===== config.mk =====
export PLATFORM = sky130hd
export DESIGN_NAME = bus_arb_mux
export DESIGN_NICKNAME = d
export VERILOG_FILES = /design/src/rtl/bus_arb_mux.sv
export SDC_FILE = /design/constraint.sdc
export NUM_CORES = 1
export LEC_CHECK = 0
export ABC_AREA = 1
export CORE_AREA = 2 2 345 347
export CTS_BUF_LIST = sky130_fd_sc_hd__clkbuf_2 sky130_fd_sc_hd__clkbuf_4 sky130_fd_sc_hd__clkbuf_8
export DETAILED_ROUTE_END_ITERATION = 10
export DIE_AREA = 0 0 347 349
export SYNTH_ARGS = -nofsm -noshare
export SYNTH_HDL_FRONTEND = slang
export SYNTH_SLANG_ARGS = --single-unit

===== constraint.sdc =====
create_clock -name clk -period 19.7 [get_ports clk]
set_input_delay 3.94 -clock clk [delete_from_list [all_inputs] [get_ports clk]]
set_output_delay 3.94 -clock clk [all_outputs]
set_load 0.03 [all_outputs]

===== src/rtl/bus_arb_mux.sv =====
// Bus arbiter and source multiplexer.
// Picks one requesting source per cycle using either fixed priority or
// round-robin. It registers that source's data onto the bus along with a
// one-hot grant and its binary index. It also flags and counts cycles in
// which more than one source requested the bus. An optional lock input
// keeps the current owner on the bus for as long as it keeps requesting.
module bus_arb_mux #(
  parameter int WIDTH   = 32,
  parameter int NSRC    = 24,
  parameter int RR_MODE = 0
) (
  input  logic                    clk,
  input  logic                    clr,
  input  logic [NSRC*WIDTH-1:0]   src_data,
  input  logic [NSRC-1:0]         src_req,
  input  logic                    lock,
  output logic [WIDTH-1:0]        bus_out,
  output logic                    bus_valid,
  output logic [NSRC-1:0]         grant,
  output logic [$clog2(NSRC)-1:0] grant_idx,
  output logic                    conflict,
  output logic [15:0]             conflict_cnt
);

  localparam int IW = $clog2(NSRC);

  logic [WIDTH-1:0] bus_q,      bus_d;
  logic             valid_q,    valid_d;
  logic [NSRC-1:0]  grant_q,    grant_d;
  logic [IW-1:0]    idx_q,      idx_d;
  logic             conflict_q, conflict_d;
  logic [15:0]      cnt_q,      cnt_d;
  logic [IW-1:0]    rr_ptr_q,   rr_ptr_d;

  logic             hold;
  logic             found;
  logic [IW-1:0]    win;
  logic [IW-1:0]    sel_idx;
  int               start;
  int               j;
  int               nreq;

  // Winner search: scan upward from the start point with wrap-around.
  // Fixed priority always starts at source 0; round-robin starts at rr_ptr.
  always_comb begin
    found = 1'b0;
    win   = '0;
    j     = 0;
    start = (RR_MODE != 0) ? int'(rr_ptr_q) : 0;
    for (int k = 0; k < NSRC; k++) begin
      j = (start + k) % NSRC;
      if (!found && src_req[j]) begin
        found = 1'b1;
        win   = IW'(j);
      end
    end
  end

  // Count the sampled requests. Contention is judged on the raw request
  // vector, so it is still reported while a lock hold is in force.
  always_comb begin
    nreq = 0;
    for (int i = 0; i < NSRC; i++) begin
      if (src_req[i]) nreq++;
    end
  end

  // The lock only holds when a valid owner exists and it is still
  // requesting. A dropped request releases the hold in the same cycle.
  assign hold = lock && valid_q && src_req[idx_q];

  // Next-state selection: hold the owner, grant a new winner, or go idle.
  // rr_ptr only advances when a new grant is made.
  always_comb begin
    bus_d      = '0;
    valid_d    = 1'b0;
    grant_d    = '0;
    idx_d      = '0;
    rr_ptr_d   = rr_ptr_q;
    sel_idx    = hold ? idx_q : win;
    conflict_d = (nreq >= 2);
    cnt_d      = cnt_q;
    if (hold) begin
      bus_d   = src_data[int'(sel_idx)*WIDTH +: WIDTH];
      valid_d = 1'b1;
      grant_d = grant_q;
      idx_d   = idx_q;
    end else if (found) begin
      bus_d          = src_data[int'(sel_idx)*WIDTH +: WIDTH];
      valid_d        = 1'b1;
      grant_d[win]   = 1'b1;
      idx_d          = win;
      rr_ptr_d       = (win == IW'(NSRC - 1)) ? '0 : win + 1'b1;
    end
    if (conflict_d && (cnt_q != 16'hFFFF)) begin
      cnt_d = cnt_q + 16'd1;
    end
  end

  // State register with synchronous clear that overrides any hold.
  always_ff @(posedge clk) begin
    if (clr) begin
      bus_q      <= '0;
      valid_q    <= 1'b0;
      grant_q    <= '0;
      idx_q      <= '0;
      conflict_q <= 1'b0;
      cnt_q      <= '0;
      rr_ptr_q   <= '0;
    end else begin
      bus_q      <= bus_d;
      valid_q    <= valid_d;
      grant_q    <= grant_d;
      idx_q      <= idx_d;
      conflict_q <= conflict_d;
      cnt_q      <= cnt_d;
      rr_ptr_q   <= rr_ptr_d;
    end
  end

  assign bus_out      = bus_q;
  assign bus_valid    = valid_q;
  assign grant        = grant_q;
  assign grant_idx    = idx_q;
  assign conflict     = conflict_q;
  assign conflict_cnt = cnt_q;

endmodule


==> impl_metrics.toml, run 1 <==
[place]
port_buffers = 873
dpl.hpwl_mm = 96.7
gp_congestion = 0.933
post-place-ws_ps = 2190

[cts]
ctsResizeCount = 0
cts_tree = "yes"
cts_sinks = 79
cts_made_buffers = 9
htreeDepth = 3
cts_buffer_depth = 2
postCtsSetupBuffers = 0
cts.clk_slew.worst_paths_ps = 100
cts_root_buf = "clkbuf_8"
worstSkewPairLatency_ps = 480
cts_hold_buf = 0

[yosys]
yosys_warnings = 0
ys_async_sr_fraction = 0
synthCells = 2490
synth_top_flop_cell = "dfxtp_1"
synth.net_count = 3311
netlist_area_mm2 = 0.0136
ys_seq_elements = 79
synth_edf_count = 0
synth_cell_types = 44
synth-seq-area-share = 0.117
avgSynthCellArea_um2 = 5.45

[floorplanning]
num_rows = 126
die_h_um = 349
core_mm2 = 0.117
ios = 874
die_w_um = 347
design.die.area_mm2 = 0.121
start_util = 0.115

[hold_path]
min_to = "grant[10]"
worstHoldPathCells = 2
holdCritPathClass = "reg -> reg"
worstHoldStart = "grant[10]"

[pwr]
power_density_mw_per_mm2 = 56.1
leakage_nw = 8.96
ir_drop_mv = 0.0389

[run]
cap_violations = 0

[drt]
wirelength_met1_mm = 48.4
routed-wl-met3_mm = 10.9
drt_iter0_drc = 2006
top_layer_used = "met5"
remaining_drc_errors = 0
drt-total-wl_mm = 115
via_per_inst = 4.43
dr.pass1.iters = 6
ant_nets = 0
routed-wl-met2_mm = 52.2
via_count = 21200
wl_per_cell_um = 24.1

[worst_setup_path]
r2r-end = "bus_out[12]"
worst_setup_path_end_kind = "flip-flop"
r2r-start = "grant_idx[1]"
cpMostUsedCell = "nand2_1"
max_stage_delay_ps = 540
ff2ff_path_depth = 23
r2r_slack_ps = 12590
worstPathMaxFanout = 18
cp-start-kind = "input pin"
cp.arrival_ps = 17490
setup.worst_path.class = "in -> reg"
slowest_stage = "clkdlybuf4s50_1"
cp.required_ps = 20080

[global_routing]
grt_max_degree = 142
grt_pass1_wl_mm = 154
grt_usage = 0.181
antenna_found_initial = 49
grt_pass1_vias = 20400
overflow = 0

[outcome]
status = "finished, final reports clean"

[sta]
tightest_slew_ps = 1390
relSlewSlack = 0.0723
maxSlewViolCount = 0
rsz0062_at_grt = "no"
period_needed_ps = 17110
fin_skew_ps = 35.8
period_share = 0.869
setup_slack_ps = 2590
setup_violations = 0
tns_ps = 0
final-hold-violation-count = 0
timing.fmax_ghz = 0.0584

[cells_and_area]
final_nets = 4047
drive_above_1_share = 0.0669
area_delta_synth_final_pct = 77.3
[stage by stage]
step	util	std cells	hold WS, ps	total power (W)	area, µm²
finish	0.205	4783	472	0.00135	24000
global placement	0.203	4751	451	0.00121	23800
detailed placement	0.203	4751	455	0.00122	23800
floorplan	-	2490	591	0.000761	13600
CTS	0.204	4767	473	0.00137	24000
global route	0.205	4773	494	0.00147	24000
[metal layers]
| metal | track usage | vias up |
|---|---|---|
| met5 | 0 | - |
| met4 | 0.0501 | 28 |
| met3 | 0.0564 | 154 |
| met2 | 0.297 | 1008 |
| met1 | 0.226 | 9904 |
| li1 | - | 10100 |
[state kept, by name (all words and copies together) (netlist names)]
name          count
bus_out          32
grant            24
conflict_cnt     16
grant_idx         5
bus_valid         1
conflict          1
[logic make-up (layout without fill, tap and decap cells)]
| kind of cell | after synthesis | in the layout | share of synthesized area |
|---|---|---|---|
| AND/OR/NAND/NOR | 1269 | 1269 | 0.416 |
| AO/OA/AOI/OAI | 738 | 738 | 0.330 |
| buffers and inverters | 364 | 1105 | 0.104 |
| flip-flops | 79 | 79 | 0.117 |
| adder cells (fa/ha/maj) | 26 | 26 | 0.0240 |
| XOR/XNOR | 14 | 14 | 0.00904 |
| other | 0 | 16 | 0 |
[report_power, final]
part,internal [W],switching (W)
Sequential,0.000178,0.0000132
Combinational,0.000373,0.000646
Clock,0.0000500,0.0000893
Total,0.000602,0.000749
[worst max path at each step]
stage | startpoint | to | slack (ps)
after global routing | src_req[0] | conflict_cnt[0] | 1200
after detailed placement | src_req[0] | conflict_cnt[14] | 2190
after global placement | src_req[0] | conflict_cnt[14] | 2710
after CTS | src_req[0] | conflict_cnt[14] | 2690
final | src_req[0] | conflict_cnt[14] | 2590
after floorplan | src_req[0] | conflict_cnt[14] | 4210
[cells in the mapped netlist, types with 11 or more instances]
master / number / share of area
nor2_1: 492 / 0.14
o21ai_0: 416 / 0.15
nand2_1: 392 / 0.11
nand3_1: 205 / 0.076
inv_1: 167 / 0.046
o221ai_1: 167 / 0.11
clkbuf_1: 163 / 0.045
a21oi_1: 81 / 0.030
dfxtp_1: 79 / 0.12
nand2_2: 70 / 0.032
nand3_2: 33 / 0.024
ha_1: 26 / 0.024
o22ai_1: 26 / 0.012
o211ai_1: 25 / 0.014
inv_2: 17 / 0.0047
nand4_1: 17 / 0.0078
nand3b_1: 14 / 0.0078
nor2_2: 13 / 0.0060
nor3_1: 12 / 0.0044
xor2_1: 11 / 0.0071
[placed cells by master (no fill, tap or decap), types with 2 or more instances in the layout]
master	n
a21oi_1	79
a21oi_2	10
a21oi_4	2
a221oi_1	2
a31oi_1	2
buf_4	29
clkbuf_8	9
clkdlybuf4s50_1	872
clkinv_1	3
dfxtp_1	79
diode_2	16
ha_1	26
inv_1	162
inv_2	18
inv_6	3
inv_8	4
nand2_1	391
nand2_2	70
nand2_4	3
nand3_1	205
nand3_2	33
nand3b_1	14
nand4_1	17
nor2_1	492
nor2_2	13
nor3_1	12
nor4_1	5
o211ai_1	25
o21ai_0	416
o21ai_1	3
o21ai_4	2
o221ai_1	167
o22ai_1	26
or2_2	10
xnor2_1	3
xor2_1	11
[critical path: cells and delay by family]
family / cells / cell delay, ps
simple gates: 46 / 5140
buf+inv: 5 / 850
fa+ha+maj: 21 / 6340
compound gates: 7 / 1170
[layout make-up]
cell class | count | area [µm²]
fillers | 13400 | 93400
multi-input cells | 2047 | 10600
repair buffers | 903 | 8970
well taps | 1536 | 1920
flip-flops and latches | 79 | 1580
inverters | 186 | 716
clock buffers | 9 | 124
clock inverters | 7 | 75.1
diodes | 16 | 40.0
(Power assumes the default switching activity.)
==> run 2: changes to the inputs <==
PLACE_DENSITY = 0.38   (was not set)
==> impl_metrics.toml, run 2 (synthesis results as in run 1) <==
[cells_and_area]
drive_above_1_share = 0.0654
largest_reg_flops = 32
area_delta_synth_final_pct = 77.7
final_nets = 4043
final_common_cell = "clkdlybuf4s50_1"
regArea_mm2 = 0.00158
final_cell_mix = "clkdlybuf4s50_1 (872), nor2_1 (492), o21ai_0 (416), nand2_1 (391), nand3_1 (205)"
multi_input_area_mm2 = 0.0106
num-fill-cells = 13500
stdcell_area_mm2 = 0.0241

[pwr]
sequentialPowerShare = 0.141
power_density_mw_per_mm2 = 56.6
p_clk_frac = 0.117
p_int_w = 0.000624
leakage_nw = 8.96
ir_drop_mv = 0.0321
p_sw_frac = 0.543
combPwrFrac = 0.742
p_switching_w = 0.000740

[global_routing]
grt_pass1_wl_mm = 166
grt_usage = 0.194
antenna_found_initial = 68
grt_max_degree = 151
grt_pass1_vias = 21000
overflow = 0

[sta]
tightest_slew_ps = 1110
fin_skew_ps = 19.7
final-hold-violation-count = 0
rsz0062_at_grt = "no"
setup_violations = 0
maxSlewViolCount = 0
period_share = 0.868
period_needed_ps = 17100
relSlewSlack = 0.254
tns_ps = 0
timing.fmax_ghz = 0.0585

[cts]
postCtsSetupBuffers = 0
worstSkewPairLatency_ps = 440
cts_buffer_depth = 2
htreeDepth = 3
cts_made_buffers = 9
cts_hold_buf = 0
ctsResizeCount = 0
cts_sinks = 79
cts_root_buf = "clkbuf_8"
cts_tree = "yes"
cts.clk_slew.worst_paths_ps = 110

[drt]
dr.pass1.iters = 5
ant_nets = 0
via_per_inst = 4.35
top_layer_used = "met5"
wl_per_cell_um = 25.7
routed-wl-met3_mm = 9.61
remaining_drc_errors = 0
wirelength_met1_mm = 51.4
drt-total-wl_mm = 123
drt_iter0_drc = 1415
routed-wl-met2_mm = 59.8
via_count = 20800

[hold_path]
holdCritPathClass = "reg -> reg"
worstHoldPathCells = 2

[worst_setup_path]
cp_num_buf_inv = 5
worst_setup_path_end_kind = "flip-flop"
worstSetupPathDepth = 79
r2r_slack_ps = 12950
cp-start-kind = "input pin"
slowest_stage = "clkdlybuf4s50_1"
max_stage_delay_ps = 530
ff2ff_path_depth = 21
setup.worst_path.class = "in -> reg"
cp.required_ps = 20060
cpMostUsedCell = "nand2_1"
cp.arrival_ps = 17460
worstPathMaxFanout = 18
crit_family = "adder cells"

[place]
dpl.hpwl_mm = 102
gp_congestion = 0.871
place_area_mm2 = 0.0238
port_buffers = 873

[floorplanning]
die_w_um = 347
num_rows = 126
die_h_um = 349
ios = 874
design.die.area_mm2 = 0.121
core_mm2 = 0.117
start_util = 0.115

[run]
cap_violations = 0

[outcome]
status = "finished, final reports clean"
## run 2: metal layers
metal	global-route usage	up-vias
li1	-	10100
met1	0.237	9806
met2	0.344	795
met3	0.0552	100
met4	0.0251	20
met5	0	-
## run 2: power by group through the flow
stage | clock (W) | sequential (W) | combinational, W
after global routing | 0.000175 | 0.000195 | 0.00113
after CTS | 0.000170 | 0.000193 | 0.00103
after floorplan | 0 | 0.000227 | 0.000535
after detailed placement | 0 | 0.000196 | 0.00103
final | 0.000160 | 0.000193 | 0.00101
after global placement | 0 | 0.000196 | 0.00103
## run 2: layout make-up
type / instances / area share
diodes: 25 / 0.00260
well taps: 1536 / 0.0798
clock inverters: 7 / 0.00431
clock buffers: 9 / 0.00514
flip-flops and latches: 79 / 0.0656
inverters: 186 / 0.0297
multi-input cells: 2047 / 0.441
repair buffers: 899 / 0.372
## run 2: tightest hold or removal path: cells and delay by family (launching register included)
family	cells	cell delay [ps]
simple gates	1	60
compound gates	1	50
flops	1	330
## run 2: worst paths after layout
kind / from / to
max: src_req[0] / conflict_cnt[14]
min: grant[4] / grant[4]
max reg2reg: grant_idx[0] / bus_out[19]
min reg2reg: grant[4] / grant[4]
## run 2: per-stage QoR
| step | cells | hold slack (ps) | worst slack, ps | utilization | power (W) |
|---|---|---|---|---|---|
| floorplan | 2490 | 591 | 4210 | - | 0.000761 |
| global placement | 4747 | 454 | 2520 | 0.203 | 0.00122 |
| CTS | 4763 | 473 | 2690 | 0.205 | 0.00139 |
| global route | 4772 | 483 | 1350 | 0.205 | 0.00150 |
| detailed placement | 4747 | 456 | 2210 | 0.203 | 0.00122 |
| finish | 4788 | 471 | 2600 | 0.205 | 0.00136 |
==> run 3: changes to the inputs <==
ABC_AREA = 0   (was 1)
CORE_AREA = 2 2 344 346   (was 2 2 345 347)
DIE_AREA = 0 0 346 348   (was 0 0 347 349)
PLACE_DENSITY = 0.39   (was 0.38)
==> impl_metrics.toml, run 3 <==
[outcome]
status = "finished, final reports clean"

[worst_setup_path]
cp.arrival_ps = 18940
worstPathMaxFanout = 12
slowest_stage = "clkdlybuf4s50_1"
cp-start-kind = "input pin"
cp_num_buf_inv = 12
setup.worst_path.class = "in -> reg"
max_stage_delay_ps = 480
worst_setup_path_end_kind = "flip-flop"
cpMostUsedCell = "ha_1"
crit_family = "adder cells"
cp.required_ps = 20070

[yosys]
avgSynthCellArea_um2 = 5.96
synthTopCellsByCount = "nand2_1 (851), nand3_1 (312), clkbuf_1 (184)"
synthCells = 2326
netlist_area_mm2 = 0.0139
ys_seq_elements = 79
synth_top_area_frac = 0.230
ys_top_cells_by_area = "nand2_1 (23%), dfxtp_1 (11%), nand3_1 (11%)"
synth-seq-area-share = 0.114
synth_cell_types = 87
synth_top_flop_cell = "dfxtp_1"
synth.most_common_cell = "nand2_1"
yosysTopAreaCell = "nand2_1"
ys_async_sr_fraction = 0
synth.net_count = 3147
synth_edf_count = 0
yosys_warnings = 0

[cells_and_area]
stdcell_area_mm2 = 0.0247
final_cell_mix = "clkdlybuf4s50_1 (872), nand2_1 (850), nand3_1 (311), a311oi_1 (127), and3_1 (109)"
stdcell_count = 4633
final_common_cell = "clkdlybuf4s50_1"
num-fill-cells = 13400
regArea_mm2 = 0.00158
multi_input_area_mm2 = 0.0116
largest_reg_flops = 32
drive_above_1_share = 0.0541
final_nets = 3904
area_delta_synth_final_pct = 78.5

[global_routing]
grt_pass1_wl_mm = 155
grt_max_degree = 96
overflow = 0
antenna_found_initial = 35
grt_pass1_vias = 19700
grt_usage = 0.180

[sta]
setup_slack_ps = 1130
tns_ps = 0
period_share = 0.943
maxSlewViolCount = 0
timing.fmax_ghz = 0.0538
final-hold-violation-count = 0
period_needed_ps = 18570
relSlewSlack = 0.184
tightest_slew_ps = 1210
fin_skew_ps = 21.3
setup_violations = 0

[pwr]
sequentialPowerShare = 0.077
p_clk_frac = 0.056
ir_drop_mv = 0.105
p_switching_w = 0.00120
combPwrFrac = 0.867
power_density_mw_per_mm2 = 95.6
leakage_nw = 9.42
p_sw_frac = 0.508
p_int_w = 0.00116

[drt]
ant_nets = 0
wl_per_cell_um = 24.7
wirelength_met1_mm = 46.6
drt-total-wl_mm = 114
routed-wl-met3_mm = 7.73
top_layer_used = "met5"
via_count = 20100
remaining_drc_errors = 0
routed-wl-met2_mm = 58.7
via_per_inst = 4.34
dr.pass1.iters = 7
drt_iter0_drc = 1381

[cts]
cts.clk_slew.worst_paths_ps = 100
htreeDepth = 3
cts_buffer_depth = 2
cts_made_buffers = 9
cts_tree = "yes"
cts_sinks = 79
cts_root_buf = "clkbuf_8"
worstSkewPairLatency_ps = 440

[floorplanning]
num_rows = 126
design.die.area_mm2 = 0.120
die_h_um = 348
core_mm2 = 0.117
ios = 874
die_w_um = 346
start_util = 0.118

[run]
cap_violations = 0

[place]
gp_congestion = 0.867
place_area_mm2 = 0.0244
port_buffers = 873
post-place-ws_ps = 135
dp.cells = 4602
dpl.hpwl_mm = 95.2

[hold_path]
holdCritPathClass = "reg -> reg"
run 3: changes by cell type in the layout (fill, tap and decap cells not counted), moves of 37 or more:
cell      before  now
o221ai_1     167    3
nand2_2       70    1
buf_4         23   75
a311oi_1       0  127
o31ai_1        0   41
a21oi_1       79   39
a211oi_1       0   37
xnor2_1        3   47
and3_1         0  109
nand3_1      205  311
inv_1        163   21
nor2_1       492   86
nand2_1      391  850
o21ai_0      416   24
run 3: per-layer routing:
layer	GRT usage	up-vias
met5	0	-
met4	0.0250	10
met3	0.0430	72
met2	0.333	664
met1	0.214	9631
li1	-	9745
run 3: final timing paths:
path | start | depth (start not counted) | to | slack (ps)
min reg2reg | conflict_cnt[11] | 2 | conflict_cnt[11] | 520
max | src_req[1] | 90 | conflict_cnt[11] | 1130
max reg2reg | grant_idx[0] | 14 | bus_out[27] | 13000
min | conflict_cnt[11] | 2 | conflict_cnt[11] | 520
run 3: stage by stage:
step,power [W],utilization,hold slack (ps)
6_report,0.00236,0.212,518
5_1_grt,0.00259,0.211,547
4_1_cts,0.00233,0.210,518
3_5_place_dp,0.00218,0.209,499
3_3_place_gp,0.00218,0.209,491
2_1_floorplan,0.00147,-,610
run 3: power by group through the flow:
stage          clock (W)  combinational, W  sequential (W)
3_3_place_gp           0           0.00199        0.000186
3_5_place_dp           0           0.00199        0.000186
2_1_floorplan          0           0.00127        0.000209
6_report        0.000133           0.00205        0.000182
4_1_cts         0.000143           0.00200        0.000183
5_1_grt         0.000146           0.00226        0.000184
run 3: tightest hold or removal path, delay by kind of cell, from the launching register on:
kind / cells / cell delay [ps]
AOI/OAI and AO/OA: 2 / 120
DFF: 1 / 350
run 3: kinds of logic after synthesis:
group,after synthesis,synth area share
compound gates,390,0.213
simple gates,1484,0.477
buf+inv,229,0.0646
flops,79,0.114
mux,30,0.0285
xor+xnor,88,0.0791
fa+ha+maj,26,0.0235
run 3: layout make-up:
| type | instances | area share |
|---|---|---|
| Antenna cell | 9 | 0.000910 |
| Tap cell | 1536 | 0.0777 |
| Timing Repair Buffer | 950 | 0.378 |
| Clock inverter | 5 | 0.00157 |
| Multi-Input combinational cell | 2018 | 0.468 |
| Inverter | 25 | 0.00379 |
| Clock buffer | 11 | 0.00612 |
| Sequential cell | 79 | 0.0639 |
run 3: timing repair:
item	in CTS	in global routing
hold buffers	0	0
gates resized for setup	0	28
buffers inserted	0	6
setup endpoints to repair	0	17
